File: src/rtl/line_buf_pkg.sv
// line_buf_pkg: FSM encoding and ASCII control codes shared by the line assembler.
package line_buf_pkg;

  typedef enum logic {
    ST_FILL  = 1'b0,
    ST_DRAIN = 1'b1
  } lb_state_e;

  localparam logic [7:0] CR  = 8'h0D;
  localparam logic [7:0] BS  = 8'h08;
  localparam logic [7:0] DEL = 8'h7F;

endpackage

File: src/rtl/line_buf_mem.sv
// line_buf_mem: DEPTH x N character store, contents are not reset.
// Latency: write lands at the clock edge; read is combinational from the address.
// Backpressure: none; the owner gates i_we.
module line_buf_mem #(
  parameter int N = 8,
  parameter int A = 4
) (
  input  logic         i_clk,
  input  logic         i_we,
  input  logic [A-1:0] i_waddr,
  input  logic [N-1:0] i_wdata,
  input  logic [A-1:0] i_raddr,
  output logic [N-1:0] o_rdata
);

  logic [N-1:0] mem [2**A];

  always_ff @(posedge i_clk) begin
    if (i_we) begin
      mem[i_waddr] <= i_wdata;
    end
  end

  assign o_rdata = mem[i_raddr];

endmodule

File: src/rtl/line_buf.sv
// line_buf: collects characters until CR or full, then flushes the line in order (LINE_BUF_BS_EN: BS/DEL erase).
// Latency: a CR accepted at edge k presents the first character during cycle k+1; one character per cycle each way.
// Backpressure: reads stall for the whole drain; each write holds stable while i_tx_bsy is high.
module line_buf
  import line_buf_pkg::*;
#(
  parameter int N = 8,
  parameter int A = 4
) (
  input  logic         i_clk,
  input  logic         i_rst_n,
  input  logic         i_rx_rdy,
  input  logic [N-1:0] i_rx_data,
  output logic         o_rx_rd,
  output logic         o_tx_wr,
  output logic [N-1:0] o_tx_data,
  input  logic         i_tx_bsy,
  output logic [A:0]   o_len
);

  localparam int         DEPTH    = 1 << A;
  localparam logic [A:0] LEN_FULL = (A+1)'(DEPTH);

  lb_state_e    state_q, state_d;
  logic [A:0]   len_q, len_d;
  logic [A-1:0] rd_ptr_q, rd_ptr_d;
  logic         rx_xfer, tx_xfer;
  logic         mem_we;
  logic         is_cr, is_erase;
  logic [N-1:0] mem_rdata;

  line_buf_mem #(.N(N), .A(A)) u_mem (
    .i_clk   (i_clk),
    .i_we    (mem_we),
    .i_waddr (len_q[A-1:0]),
    .i_wdata (i_rx_data),
    .i_raddr (rd_ptr_q),
    .o_rdata (mem_rdata)
  );

  always_ff @(posedge i_clk or negedge i_rst_n) begin
    if (!i_rst_n) begin
      state_q  <= ST_FILL;
      len_q    <= '0;
      rd_ptr_q <= '0;
    end else begin
      state_q  <= state_d;
      len_q    <= len_d;
      rd_ptr_q <= rd_ptr_d;
    end
  end

  always_comb begin
    state_d   = state_q;
    len_d     = len_q;
    rd_ptr_d  = rd_ptr_q;
    mem_we    = 1'b0;
    o_rx_rd   = (state_q == ST_FILL) && i_rst_n;
    o_tx_wr   = (state_q == ST_DRAIN);
    o_tx_data = (state_q == ST_DRAIN) ? mem_rdata : '0;
    o_len     = len_q;
    rx_xfer   = (state_q == ST_FILL) && i_rst_n && i_rx_rdy;
    tx_xfer   = (state_q == ST_DRAIN) && !i_tx_bsy;
    is_cr     = (i_rx_data == N'(CR));
`ifdef LINE_BUF_BS_EN
    is_erase  = (i_rx_data == N'(BS)) || (i_rx_data == N'(DEL));
`else
    is_erase  = 1'b0;
`endif

    case (state_q)
      ST_FILL: begin
        if (rx_xfer) begin
          if (is_erase) begin
            // Erase on an empty line is silently dropped.
            if (len_q != '0) begin
              len_d = len_q - 1'b1;
            end
          end else begin
            mem_we = 1'b1;
            len_d  = len_q + 1'b1;
            if (is_cr || (len_d == LEN_FULL)) begin
              state_d = ST_DRAIN;
            end
          end
        end
      end
      ST_DRAIN: begin
        if (tx_xfer) begin
          if ({1'b0, rd_ptr_q} == (len_q - 1'b1)) begin
            len_d    = '0;
            rd_ptr_d = '0;
            state_d  = ST_FILL;
          end else begin
            rd_ptr_d = rd_ptr_q + 1'b1;
          end
        end
      end
      default: begin
        state_d = ST_FILL;
      end
    endcase
  end

endmodule

File: config.mk
export PLATFORM = sky130hd
export DESIGN_NAME = line_buf
export DESIGN_NICKNAME = d
export VERILOG_FILES = /design/src/rtl/line_buf_pkg.sv /design/src/rtl/line_buf_mem.sv /design/src/rtl/line_buf.sv
export SDC_FILE = /design/constraint.sdc
export NUM_CORES = 1
export LEC_CHECK = 0
export BUFFER_PORTS_ARGS = -buffer_cell sky130_fd_sc_hd__clkbuf_2
export CORE_ASPECT_RATIO = 0.9
export CORE_MARGIN = 1.5
export CORE_UTILIZATION = 55
export CTS_CLUSTER_SIZE = 20
export DETAILED_ROUTE_END_ITERATION = 10
export PLACE_DENSITY = 0.71
export SYNTH_ARGS = -nofsm -noshare
export SYNTH_HDL_FRONTEND = slang
export SYNTH_HIERARCHICAL = 1
export SYNTH_SLANG_ARGS = --single-unit
export TNS_END_PERCENT = 10
File: constraint.sdc
create_clock -name i_clk -period 3.1 [get_ports i_clk]
set_input_delay 0.155 -clock i_clk [delete_from_list [all_inputs] [get_ports i_clk]]
set_output_delay 0.155 -clock i_clk [all_outputs]
set_load 0.005 [all_outputs]
==> reports/metrics.csv <==
metric,value,unit
Site Rows,35,
MaxCap Viol Count,0,
post-synth cell types,44,
Worst-Margin Slew,0.883,ns
Post-Syn Nets,322,
Reg area,0.00410,sq mm
post-synth top area cell,edfxtp_1,
Crit path arrival time,2.68,ns
Hold Crit Start,i_tx_bsy,
worst r2r src,o_tx_wr,
WL/cell,23.2,microns
ant diodes,0,
"top cells by area, synth","edfxtp_1, mux4_2, mux4_1, dfrtp_1, a22oi_1",
DRC,0,
worst skew pair latency,0.41,ns
Critical Path Fanout Max,21,
Final Critical Period,2.84,ns
Fin. Hold Viols,0,
vias in the first global route,3096,
cells after synthesis,306,
count of buffers from port buffering,26,
Post-CTS Setup Inserts,0,
pwr/cell area,869,mW/mm^2
multi-input combinational cell area,0.00154,sq mm
"FF+latch count, synth",138,
worst vdd ir,0.596,mV
outcome,finished clean,
die span in x,111,microns
global-route wire length before repair,17900,microns
clock transition at the registers of the reported paths,0.06,ns
reg2reg path depth,4,
Max Transition Viols Final,0,
Leak,0.00235,uW
Area Growth Syn to Fin,17.2,%
deepest clock path buffer count,2,
Hold Path Sink,o_tx_wr,
Async SR Flop Fraction,0.0725,
Sink Count,138,
DP HPWL,6940,microns
CORE AREA,0.0102,sq mm
Starting Density,0.565,
antenna-violating nets left,0,
Netlist Area Pre-Place,0.00576,sq mm
Final GP Congestion,0.756,
Chip Height,100,microns
Setup Skew,0.0103,ns
Via density,6.07,
cts hold-fix bufs,1,
vias,3018,
CTS H-tree depth,4,
routed wire length,11500,microns
drt pass-1 iters,4,
Tot GR Track Use,0.227,
hold path depth,3,
Post-synth EDFFs,128,
die area,0.0111,sq mm
Syn. warnings,6,
setup repair after global routing missed its margin,false,
CTS tree,yes,
largest net degree at the start of global routing,37,
DP Area,0.00609,sq mm
clock root cell,clkbuf_16,
"most common cell after layout, fill and taps aside",edfxtp_1,
final setup vio count,0,
"Design Area, Final",0.00675,sq mm
Setup crit end kind,primary output,
crit start category,flip-flop,
Starting DRT DRC Count,265,
Worst slew margin,0.409,
WS Path Type,reg -> out,
FMAX,0.352,GHz
share of layout cells above drive strength 1,0.266,
reg2reg end,u_mem/mem[7][1],
setup TNS,0,ns
"Avg Cell Area, Syn",18.8,sq um
Yosys top cell area share,0.667,
register area share after synthesis,0.711,
Ports,27,
fill count,703,
most frequent cells in the layout,"edfxtp_1, clkbuf_2, nand2_1, mux4_2",
min-delay worst type,in -> reg,
cts repair resizes,0,
nets,371,
TritonCTS buffer count,17,
R2R Setup Slk,0.61,ns
Worst Path Required,2.94,ns
main flop type after synthesis,edfxtp_1,
final worst-path cycle share,0.916,
global route overflow,0,
antenna violations before repair,0,
state kept, by name, indices dropped and copies added, names as in the netlist:
register   cells
o_tx_wr        1
o_len          5
rd_ptr_q       4
u_mem/mem    128
per-layer routing:
layer  wire length [microns]  share of wire  vias up  global-route usage
li1                        -              -     1350                   -
met1                    5020           0.43     1556               0.313
met2                    5660           0.49      103               0.351
met3                     707          0.061        9              0.0598
met4                     157          0.014        0              0.0986
met5                       0              0        -                   0
where the power goes:
part | switching (uW) | leakage (uW) | internal [uW]
logic | 706 | 0.000765 | 720
clock network | 737 | 0.000313 | 1500
registers | 129 | 0.00127 | 2080
area by class of cell:
cell class / instances / area share
clock buffers: 18 / 0.0636
repair buffers: 45 / 0.0426
clock inverters: 14 / 0.0334
multi-input cells: 150 / 0.228
inverters: 3 / 0.00167
flip-flops and latches: 138 / 0.607
well taps: 129 / 0.0239
cells by family (layout without fill, tap and decap cells):
kind of cell	count (synthesis)	count (layout)	share of synthesized area
DFF	138	138	0.711
and+or+nand+nor	74	74	0.0708
muxes	34	34	0.138
AOI/OAI and AO/OA	30	30	0.0354
buffers and inverters	18	80	0.0221
xor gates and xnor gates	8	8	0.0145
adders and majority gates	4	4	0.00869
critical path: stages (launching register included):
cell      delay, ns
dfrtp_2        0.82
buf_12         0.26
mux4_1         0.58
a22oi_1        0.25
nand2_1        0.09
and2_1         0.16
clkbuf_2       0.11
Yosys cell counts, types with 2 or more instances:
cell,instances
nor3_1,5
dfrtp_1,10
nand3b_1,3
nor4_1,2
nor2_1,14
ha_1,4
inv_1,3
a22oi_1,16
nand4_1,2
nand2_1,18
a21oi_1,5
mux4_2,18
edfxtp_1,128
nor2b_1,3
o21ai_1,2
mux4_1,14
xnor2_1,2
xor2_1,5
clkdlybuf4s25_2,3
o21ai_0,3
buf_6,4
nand2b_1,3
and2_1,10
buf_2,6
a22o_1,2
nand3_1,3
how the worst max path moves through the flow:
stage / startpoint / depth (start not counted) / endpoint
6_report: rd_ptr_q[0] / 6 / o_tx_data[1]
2_1_floorplan: o_tx_wr / 5 / u_mem/mem[0][0]
3_3_place_gp: o_tx_wr / 4 / u_mem/mem[7][4]
3_5_place_dp: o_tx_wr / 4 / u_mem/mem[7][4]
5_1_grt: rd_ptr_q[0] / 6 / o_tx_data[2]
4_1_cts: rd_ptr_q[0] / 6 / o_tx_data[2]
stage by stage:
stage	worst slack, ns	hold slack (ns)	cells	util	total power, uW
after global routing	0.0595	0.106	497	0.662	6110
final	0.260	0.105	497	0.662	5870
after CTS	0.200	0.0788	497	0.662	5910
after global placement	0.640	0.0424	464	0.596	3660
after detailed placement	0.545	0.0422	464	0.596	3690
after floorplan	0.743	-0.141	306	-	3280
No activity file was read; power rests on OpenSTA's default activity.
